### config.mk
export PLATFORM = sky130hd
export DESIGN_NAME = apb_master_mc
export DESIGN_NICKNAME = d
export VERILOG_FILES = /design/src/rtl/apb_pkg.sv /design/src/rtl/apb_slv_decode.sv /design/src/rtl/apb_master_mc.sv
export SDC_FILE = /design/constraint.sdc
export NUM_CORES = 1
export LEC_CHECK = 0
export ABC_CLOCK_PERIOD_IN_PS = 5600
export CAP_MARGIN = 25
export CORE_AREA = 2 2 125 127
export DETAILED_ROUTE_END_ITERATION = 10
export DIE_AREA = 0 0 127 129
export PLACE_DENSITY_LB_ADDON = 0.25
export SETUP_SLACK_MARGIN = 0.15
export SLEW_MARGIN = 20
export SYNTH_ARGS = -nofsm -noshare
export SYNTH_HDL_FRONTEND = slang
export SYNTH_SLANG_ARGS = --single-unit
### constraint.sdc
create_clock -name PCLK -period 5.6 [get_ports PCLK]
set_input_delay 1.12 -clock PCLK [delete_from_list [all_inputs] [get_ports PCLK]]
set_output_delay 1.12 -clock PCLK [all_outputs]
set_load 0.05 [all_outputs]
### src/rtl/apb_pkg.sv
// Shared types and helpers for the multi-slave APB master.
package apb_pkg;

  typedef enum logic [1:0] {
    ST_IDLE   = 2'd0,
    ST_SETUP  = 2'd1,
    ST_ACCESS = 2'd2,
    ST_DECERR = 2'd3
  } apb_state_e;

  localparam int unsigned PPROT_PRIV   = 0;
  localparam int unsigned PPROT_NONSEC = 1;
  localparam int unsigned PPROT_INSTR  = 2;

  // Width of the slave-index field; never narrower than one bit.
  function automatic int unsigned sel_w(input int unsigned num_slv);
    int unsigned w;
    w = (num_slv <= 1) ? 1 : $clog2(num_slv);
    return w;
  endfunction

endpackage

### src/rtl/apb_slv_decode.sv
// Slave index extraction, one-hot select for new requests, and response mux
// for the transfer currently on the bus (indexed by the registered PADDR).
module apb_slv_decode
  import apb_pkg::*;
#(
  parameter int unsigned ADDR_W  = 32,
  parameter int unsigned DATA_W  = 32,
  parameter int unsigned NUM_SLV = 4,
  parameter int unsigned SEL_LSB = 12
) (
  input  logic [ADDR_W-1:0]         req_addr,
  input  logic [ADDR_W-1:0]         cur_addr,
  input  logic [NUM_SLV*DATA_W-1:0] prdata,
  input  logic [NUM_SLV-1:0]        pready,
  input  logic [NUM_SLV-1:0]        pslverr,
  output logic                      req_hit_c,
  output logic [NUM_SLV-1:0]        req_sel_c,
  output logic [DATA_W-1:0]         cur_rdata_c,
  output logic                      cur_ready_c,
  output logic                      cur_slverr_c
);

  localparam int unsigned SEL_W = sel_w(NUM_SLV);

  logic [SEL_W-1:0] req_idx;
  logic [SEL_W-1:0] cur_idx;
  logic             unused_addr_c;

  assign req_idx   = req_addr[SEL_LSB +: SEL_W];
  assign cur_idx   = cur_addr[SEL_LSB +: SEL_W];
  assign req_hit_c = 32'(req_idx) < NUM_SLV;

  // Only the index field matters here; the rest of the address is ignored.
  assign unused_addr_c = ^{req_addr, cur_addr};

  always_comb begin
    req_sel_c    = '0;
    cur_rdata_c  = '0;
    cur_ready_c  = 1'b0;
    cur_slverr_c = 1'b0;
    for (int unsigned i = 0; i < NUM_SLV; i++) begin
      if (req_idx == SEL_W'(i)) begin
        req_sel_c[i] = 1'b1;
      end
      if (cur_idx == SEL_W'(i)) begin
        cur_rdata_c  = prdata[i*DATA_W +: DATA_W];
        cur_ready_c  = pready[i];
        cur_slverr_c = pslverr[i];
      end
    end
  end

endmodule

### src/rtl/apb_master_mc.sv
// APB4 master: system valid/ready request in, one-hot multi-slave APB out,
// single-cycle response pulse with slave, decode and watchdog errors.
module apb_master_mc
  import apb_pkg::*;
#(
  parameter int unsigned ADDR_W  = 32,
  parameter int unsigned DATA_W  = 32,
  parameter int unsigned NUM_SLV = 4,
  parameter int unsigned SEL_LSB = 12,
  parameter int unsigned TIMEOUT = 16
) (
  input  logic                      PCLK,
  input  logic                      PRESETn,
  input  logic                      req_valid,
  output logic                      req_ready,
  input  logic                      req_write,
  input  logic [ADDR_W-1:0]         req_addr,
  input  logic [DATA_W-1:0]         req_wdata,
  input  logic [DATA_W/8-1:0]       req_strb,
  input  logic [2:0]                req_prot,
  output logic                      rsp_valid,
  output logic [DATA_W-1:0]         rsp_rdata,
  output logic                      rsp_err,
  output logic                      rsp_timeout,
  output logic [NUM_SLV-1:0]        PSEL,
  output logic                      PENABLE,
  output logic                      PWRITE,
  output logic [ADDR_W-1:0]         PADDR,
  output logic [DATA_W-1:0]         PWDATA,
  output logic [DATA_W/8-1:0]       PSTRB,
  output logic [2:0]                PPROT,
  input  logic [NUM_SLV*DATA_W-1:0] PRDATA,
  input  logic [NUM_SLV-1:0]        PREADY,
  input  logic [NUM_SLV-1:0]        PSLVERR
);

  localparam int unsigned STRB_W  = DATA_W / 8;
  localparam int unsigned CNT_W   = (TIMEOUT <= 2) ? 1 : $clog2(TIMEOUT);
  localparam bit          WDOG_EN = (TIMEOUT != 0);
  localparam logic [CNT_W-1:0] WDOG_LAST = CNT_W'((TIMEOUT == 0) ? 0 : TIMEOUT - 1);

  apb_state_e          state_q, state_d;
  logic [NUM_SLV-1:0]  psel_q, psel_d;
  logic                penable_q, penable_d;
  logic                pwrite_q, pwrite_d;
  logic [ADDR_W-1:0]   paddr_q, paddr_d;
  logic [DATA_W-1:0]   pwdata_q, pwdata_d;
  logic [STRB_W-1:0]   pstrb_q, pstrb_d;
  logic [2:0]          pprot_q, pprot_d;
  logic                rsp_valid_q, rsp_valid_d;
  logic [DATA_W-1:0]   rsp_rdata_q, rsp_rdata_d;
  logic                rsp_err_q, rsp_err_d;
  logic                rsp_timeout_q, rsp_timeout_d;
  logic [CNT_W-1:0]    wdog_q, wdog_d;

  logic                hit_c;
  logic [NUM_SLV-1:0]  req_sel_c;
  logic [DATA_W-1:0]   cur_rdata_c;
  logic                cur_ready_c;
  logic                cur_slverr_c;
  logic                accept_c;
  logic                wdog_exp_c;

  apb_slv_decode #(
    .ADDR_W  (ADDR_W),
    .DATA_W  (DATA_W),
    .NUM_SLV (NUM_SLV),
    .SEL_LSB (SEL_LSB)
  ) u_dec (
    .req_addr     (req_addr),
    .cur_addr     (paddr_q),
    .prdata       (PRDATA),
    .pready       (PREADY),
    .pslverr      (PSLVERR),
    .req_hit_c    (hit_c),
    .req_sel_c    (req_sel_c),
    .cur_rdata_c  (cur_rdata_c),
    .cur_ready_c  (cur_ready_c),
    .cur_slverr_c (cur_slverr_c)
  );

  // Ready in IDLE and in the completion cycle, which enables back-to-back.
  assign req_ready  = PRESETn &
                      ((state_q == ST_IDLE) | ((state_q == ST_ACCESS) & cur_ready_c));
  assign accept_c   = req_valid & req_ready;
  assign wdog_exp_c = WDOG_EN && (wdog_q == WDOG_LAST);

  always_comb begin
    state_d       = state_q;
    psel_d        = psel_q;
    penable_d     = penable_q;
    pwrite_d      = pwrite_q;
    paddr_d       = paddr_q;
    pwdata_d      = pwdata_q;
    pstrb_d       = pstrb_q;
    pprot_d       = pprot_q;
    rsp_valid_d   = 1'b0;
    rsp_rdata_d   = '0;
    rsp_err_d     = 1'b0;
    rsp_timeout_d = 1'b0;
    wdog_d        = wdog_q;

    unique case (state_q)
      ST_IDLE: begin
      end
      ST_SETUP: begin
        state_d   = ST_ACCESS;
        penable_d = 1'b1;
        wdog_d    = '0;
      end
      ST_ACCESS: begin
        if (cur_ready_c) begin
          rsp_valid_d = 1'b1;
          rsp_err_d   = cur_slverr_c;
          rsp_rdata_d = (!pwrite_q && !cur_slverr_c) ? cur_rdata_c : '0;
          state_d     = ST_IDLE;
          psel_d      = '0;
          penable_d   = 1'b0;
          pstrb_d     = '0;
        end else if (wdog_exp_c) begin
          rsp_valid_d   = 1'b1;
          rsp_err_d     = 1'b1;
          rsp_timeout_d = 1'b1;
          state_d       = ST_IDLE;
          psel_d        = '0;
          penable_d     = 1'b0;
          pstrb_d       = '0;
        end else begin
          wdog_d = wdog_q + CNT_W'(1);
        end
      end
      ST_DECERR: begin
        rsp_valid_d = 1'b1;
        rsp_err_d   = 1'b1;
        state_d     = ST_IDLE;
      end
      default: begin
        state_d = ST_IDLE;
      end
    endcase

    // A new request overrides the return to IDLE on the same edge.
    if (accept_c) begin
      state_d   = hit_c ? ST_SETUP : ST_DECERR;
      psel_d    = hit_c ? req_sel_c : '0;
      penable_d = 1'b0;
      pwrite_d  = req_write;
      paddr_d   = req_addr;
      pprot_d   = req_prot;
      if (req_write) begin
        pwdata_d = req_wdata;
        pstrb_d  = req_strb;
      end else begin
        pstrb_d  = '0;
      end
    end
  end

  always_ff @(posedge PCLK or negedge PRESETn) begin
    if (!PRESETn) begin
      state_q       <= ST_IDLE;
      psel_q        <= '0;
      penable_q     <= 1'b0;
      pwrite_q      <= 1'b0;
      paddr_q       <= '0;
      pwdata_q      <= '0;
      pstrb_q       <= '0;
      pprot_q       <= '0;
      rsp_valid_q   <= 1'b0;
      rsp_rdata_q   <= '0;
      rsp_err_q     <= 1'b0;
      rsp_timeout_q <= 1'b0;
      wdog_q        <= '0;
    end else begin
      state_q       <= state_d;
      psel_q        <= psel_d;
      penable_q     <= penable_d;
      pwrite_q      <= pwrite_d;
      paddr_q       <= paddr_d;
      pwdata_q      <= pwdata_d;
      pstrb_q       <= pstrb_d;
      pprot_q       <= pprot_d;
      rsp_valid_q   <= rsp_valid_d;
      rsp_rdata_q   <= rsp_rdata_d;
      rsp_err_q     <= rsp_err_d;
      rsp_timeout_q <= rsp_timeout_d;
      wdog_q        <= wdog_d;
    end
  end

  assign PSEL        = psel_q;
  assign PENABLE     = penable_q;
  assign PWRITE      = pwrite_q;
  assign PADDR       = paddr_q;
  assign PWDATA      = pwdata_q;
  assign PSTRB       = pstrb_q;
  assign PPROT       = pprot_q;
  assign rsp_valid   = rsp_valid_q;
  assign rsp_rdata   = rsp_rdata_q;
  assign rsp_err     = rsp_err_q;
  assign rsp_timeout = rsp_timeout_q;

endmodule

* Word-level counts from Yosys, hierarchy flattened
Cells that the tools add are included.
** Operators by class
- Equal/unequal tests :: 13
- Mux-type cells :: 43
- $add $sub $neg :: 1
- Bitwise operators :: 4
- Reduce and logical (&&, ||, !) cells :: 16
** Operators by type and width (number)
- 32-bit 2-to-1 mux :: 7
- 4-bit 2-to-1 mux :: 8
- 1-bit 2-to-1 mux :: 20
- 2-bit == test, second input constant :: 6
- 4-bit one-hot mux with 2 select lines :: 1
- 2-bit AND reduction :: 4
- 2-bit by 1-bit == test with 1-bit output, second input constant :: 3
- 2-bit zero test :: 3
- 2-bit 2-to-1 mux :: 3
- 1-bit one-hot mux with 2 select lines :: 3
- 2-bit one-hot mux with 3 select lines :: 1
- 3-bit nonzero test :: 2
- 4-bit by 1-bit adder with 4-bit output, second input constant :: 1
- 4-bit == test, second input constant :: 1
- 2-bit inequality test, second input constant :: 2
- 4-bit inequality test, second input constant :: 1
- 2-bit nonzero test :: 2
- 4-bit nonzero test :: 1
- 1-bit bitwise AND :: 3
- 3-bit AND reduction :: 1
- 1-bit zero test :: 2
- 1-bit logical AND :: 1
- 1-bit OR :: 1
** Storage, ports and cells
- Bits of input ports :: 211
- Output and inout port bits :: 113
- Flip-flop bits (word level) :: 118

* Depth between registers and ports, before layout
- Depth after elaboration :: 11
- Depth in mapped cells :: 7
- Mapped depth without buffers :: 5

* Modules after synthesis
Synthesis repeated with hierarchy kept, for this count alone.
** Unflattened totals
- Cell total of the unflattened synthesis :: 327
- Area total of the unflattened synthesis :: 5427.7 um^2
** Modules (own cells, without submodules)
- apb_master_mc :: cells an instance 279, area an instance 4523.1 um^2, times used 1
- apb_slv_decode :: cells an instance 48, area an instance 904.6 um^2, times used 1

* Worst setup path before layout
OpenSTA, ideal clock, no wires.
- Path kind :: input to output
- From :: input PREADY[2]
- To :: output req_ready
- Data arrival time :: 2524 ps
- Setup slack :: 1956 ps
- Buffers on the path :: 0
- Required time :: 4480 ps
- Stages on the path :: 3
- Path through :: mux2_2 -> o22ai_1 -> nor3b_1
** Between the ends
- Word-level cells in the longest chain between the ends :: 5
** RTL lines
- start, declared :: RTL line apb_master_mc.sv:33 : input logic [NUM_SLV-1:0] PREADY,
- 1-bit 2-to-1 mux (2 in series) :: RTL line apb_slv_decode.sv:45 : if (cur_idx == SEL_W'(i)) begin
- 1-bit bitwise AND :: RTL line apb_master_mc.sv:84 : ((state_q == ST_IDLE) | ((state_q == ST_ACCESS) & cur_ready_c));
- 1-bit OR :: RTL line apb_master_mc.sv:84
- 1-bit bitwise AND :: RTL line apb_master_mc.sv:83 : assign req_ready = PRESETn &
- end, declared :: RTL line apb_master_mc.sv:15 : output logic req_ready,
No other way between the ends.

* Worst setup path in the final report
- From :: input PREADY[0]
- To :: output req_ready
** Between the ends
- Word-level cells in the longest chain between the ends :: 7
** RTL lines (RTL line)
- 1-bit 2-to-1 mux (4 in series) :: apb_slv_decode.sv:45
- 1-bit bitwise AND :: apb_master_mc.sv:84
- 1-bit OR :: apb_master_mc.sv:84
- 1-bit bitwise AND :: apb_master_mc.sv:83
No other way between the ends.

==> summary.txt <==
result of the run - finished clean
mean instance size in the synthesized netlist - 13.0 um^2
largest incremental delay on the critical path - 0.84 ns
number of CTS-inserted buffers - 17
worst hold slack after final layout - 0.474 ns
path depth of the worst reg2reg path - 5
final weighted congestion in routability-driven placement - 0.854
number of levels the H-tree was split into - 4
cell at the root of the clock tree - sky130_fd_sc_hd__clkbuf_16
number of buffer cells added on primary ports - 323
maximum ir drop on the vdd rail - 0.219 mV
largest net degree at the start of global routing - 64
post-synthesis cell count - 404
TNS Setup - 0 ns
total leakage power - 4.09 nW
diodes inserted - 0
Clock transition at path regs - 0.06 ns
detailed-routing iteration count for the pre-antenna-repair pass - 4
portion of synthesized cell area occupied by the leading cell type - 56.4%
hold bufs inserted after CTS - 0
type of origin of the critical path - primary input
worst endpoint required time - 4.48 ns
die area - 16400 um^2
detailed-route wire length - 16800 um
crit-path most repeated cell - sky130_fd_sc_hd__clkdlybuf4s50_1
R2R setup slack - 2.93 ns
placeable core region - 15000 um^2
type of destination of the critical path - primary output
setup repair after global routing missed its margin - no
Final Skew - 0.00547 ns
arrival time at the worst endpoint - 2.93 ns
final net count - 937
post-cts resize count - 0
vias in the first global route - 4887
number of cells on the worst hold path - 2
area growth from synthesis to layout - 76.6%
number of hold violations in the final report - 0
Worst Tran Pin Value - 0.828 ns
worst slew slack as a fraction of its limit - 44.8%
combined global-route utilization of all metal layers - 20.8%
proportion of layout cells with a drive suffix above 1 - 14.9%
Setup Viol. Count Final - 0
number of distinct library cells after synthesis - 36
max-cap violation count - 0
fraction of the yosys area taken by sequential cells - 56.4%
initial antenna violation count - 0
Power per Cell Area - 449 nW/um^2
leading area contributor after synthesis - sky130_fd_sc_hd__dfrtp_1
Hold WC Path Type - register to register
clock period minus worst slack - 4.05 ns
largest cells by area after synthesis - sky130_fd_sc_hd__dfrtp_1, sky130_fd_sc_hd__mux4_2, sky130_fd_sc_hd__nand2_1, sky130_fd_sc_hd__mux2_2, sky130_fd_sc_hd__and3_1
CTS tree - built
post-route DRC violation count - 0
number of synthesized register bits - 118
routed length per placed instance - 18.1 um
HPWL after detailed placement - 13000 um
highest net fanout along the worst path - 2
leftover overflow at the end of global routing - 0
average via count per standard cell - 4.86
antenna-violating nets left - 0
Die Width - 127 um
number of placed I/O pins - 324
classification of the worst setup path - primary input to primary output
worst path cell trace - clkdlybuf4s50_1 > mux2_2 > o22ai_1 > nor3b_1 > clkdlybuf4s50_1
period utilisation layout - 72.3%
setup bufs post-CTS - 0
post-synth design cell area - 5240 um^2
clock sink count - 118
vertical die dimension - 129 um
Starting DRT DRC Count - 170
maximum clock rate - 0.247 GHz
slowest cell on the critical path - sky130_fd_sc_hd__clkdlybuf4s50_1
Slew Limit Fails - 0
wire length of the first global-routing pass - 25800 um
maximum count of clock buffers along a single path - 2
number of cell rows - 45
count of vias placed by the detailed router - 4501
nets in the synthesized netlist - 616
Initial Util - 35.0%
number of warnings issued by yosys - 0
Skew-Pair Late Insertion Delay - 0.41 ns
## cell usage after synthesis (all sizes together)
library cell  number
and3b              1
mux4              34
nor2b              2
o21a               2
mux2              34
o41ai              1
o22ai              2
a32o               8
nand2b             1
nand2            108
a21oi              3
a211o              1
inv                4
nor3b              1
nand3              3
nor3               2
buf               12
dfrtp            118
o21ai              2
nor2               6
o221ai             1
a21boi             1
and3              36
and2b              1
a221oi             2
a21o               2
clkbuf            15
ha                 1
## final cells by class
type                            instances  area [um^2]
Clock buffer                           19          453
Clock inverter                         13          203
Fill cell                            1193         5720
Inverter                                4         17.5
Multi-Input combinational cell        255         2120
Sequential cell                       118         2950
Tap cell                              188          235
Timing Repair Buffer                  329         3280
## layer usage
layer	part of all wire (%)	routed length, um	GRT usage, %
met5	0	0	0
met4	2.4	403	8.34
met3	8.7	1460	7.23
met2	52	8730	37.1
met1	37	6210	22.7
## where the power goes
group / total (W) / internal (W) / leakage [nW] / switching, W
Combinational: 0.00179 / 0.000714 / 2.28 / 0.00107
Sequential: 0.00118 / 0.00105 / 1.51 / 0.000126
Clock: 0.00119 / 0.000809 / 0.307 / 0.000377
## worst max-delay path: cells and delay by family
family,cells,cell delay [ns]
muxes,1,0.20
AOI/OAI and AO/OA,1,0.08
buffers and inverters,2,1.32
and+or+nand+nor,1,0.21
## state kept, by name, summed over array words and instances (netlist names)
signal / count
PADDR: 32
PENABLE: 1
PPROT: 3
PSEL: 4
PSTRB: 4
PWDATA: 32
PWRITE: 1
rsp_err: 1
rsp_rdata: 32
rsp_timeout: 1
rsp_valid: 1
state_q: 2
wdog_q: 4
## final timing paths
path	from	to
setup / recovery	PREADY[0]	req_ready
hold / removal	PADDR[22]	PADDR[22]
setup reg to reg	PADDR[12]	rsp_err
hold reg to reg	PADDR[22]	PADDR[22]
max in group asynchronous	PRESETn	PADDR[12]
min in group asynchronous	PRESETn	PADDR[27]
## cells in the final DEF (no fill, tap or decap), types with 2 or more instances in the layout
cell                              netlist  routed
sky130_fd_sc_hd__a32o_1                 8       8
sky130_fd_sc_hd__nand3_1                3       3
sky130_fd_sc_hd__nand2_1              107     107
sky130_fd_sc_hd__clkinv_2               0       3
sky130_fd_sc_hd__mux4_2                34      34
sky130_fd_sc_hd__o21a_1                 2       2
sky130_fd_sc_hd__a21o_1                 2       2
sky130_fd_sc_hd__clkinvlp_4             0       5
sky130_fd_sc_hd__o21ai_0                2       2
sky130_fd_sc_hd__mux2_2                31      31
sky130_fd_sc_hd__bufinv_16              0       5
sky130_fd_sc_hd__a221oi_1               2       2
sky130_fd_sc_hd__nor2_1                 5       5
sky130_fd_sc_hd__a21oi_1                3       3
sky130_fd_sc_hd__buf_4                  3       7
sky130_fd_sc_hd__dfrtp_1              118     117
sky130_fd_sc_hd__nor3_1                 2       2
sky130_fd_sc_hd__clkbuf_8               0       2
sky130_fd_sc_hd__mux2_1                 2       2
sky130_fd_sc_hd__and3_1                36      36
sky130_fd_sc_hd__o22ai_1                2       2
sky130_fd_sc_hd__clkdlybuf4s50_1        0     322
sky130_fd_sc_hd__inv_1                  3       3
sky130_fd_sc_hd__nor2b_1                2       2
sky130_fd_sc_hd__clkbuf_16              0      17
## kinds of logic (layout without fill, tap and decap cells)
logic type / after synthesis / count (layout) / share of synthesized area, %
flip-flops: 118 / 118 / 56.4
adder cells (fa/ha/maj): 1 / 1 / 0.239
AO/OA/AOI/OAI: 25 / 25 / 4.13
AND/OR/NAND/NOR: 161 / 161 / 14.0
multiplexers: 68 / 68 / 22.0
buffers and inverters: 31 / 365 / 3.25
## per-stage QoR
stage / setup WS (ns) / power, W / cell area, um^2 / std cells / utilization, %
2_1_floorplan: 1.96 / 0.00231 / 5240 / 404 / -
3_3_place_gp: 1.56 / 0.00296 / 8600 / 894 / 57.4
5_1_grt: 1.45 / 0.00434 / 9260 / 926 / 61.8
3_5_place_dp: 1.56 / 0.00299 / 8600 / 894 / 57.4
4_1_cts: 1.54 / 0.00420 / 9260 / 926 / 61.8
6_report: 1.55 / 0.00415 / 9260 / 926 / 61.8
Note: power is estimated with default switching activity, not from simulation.
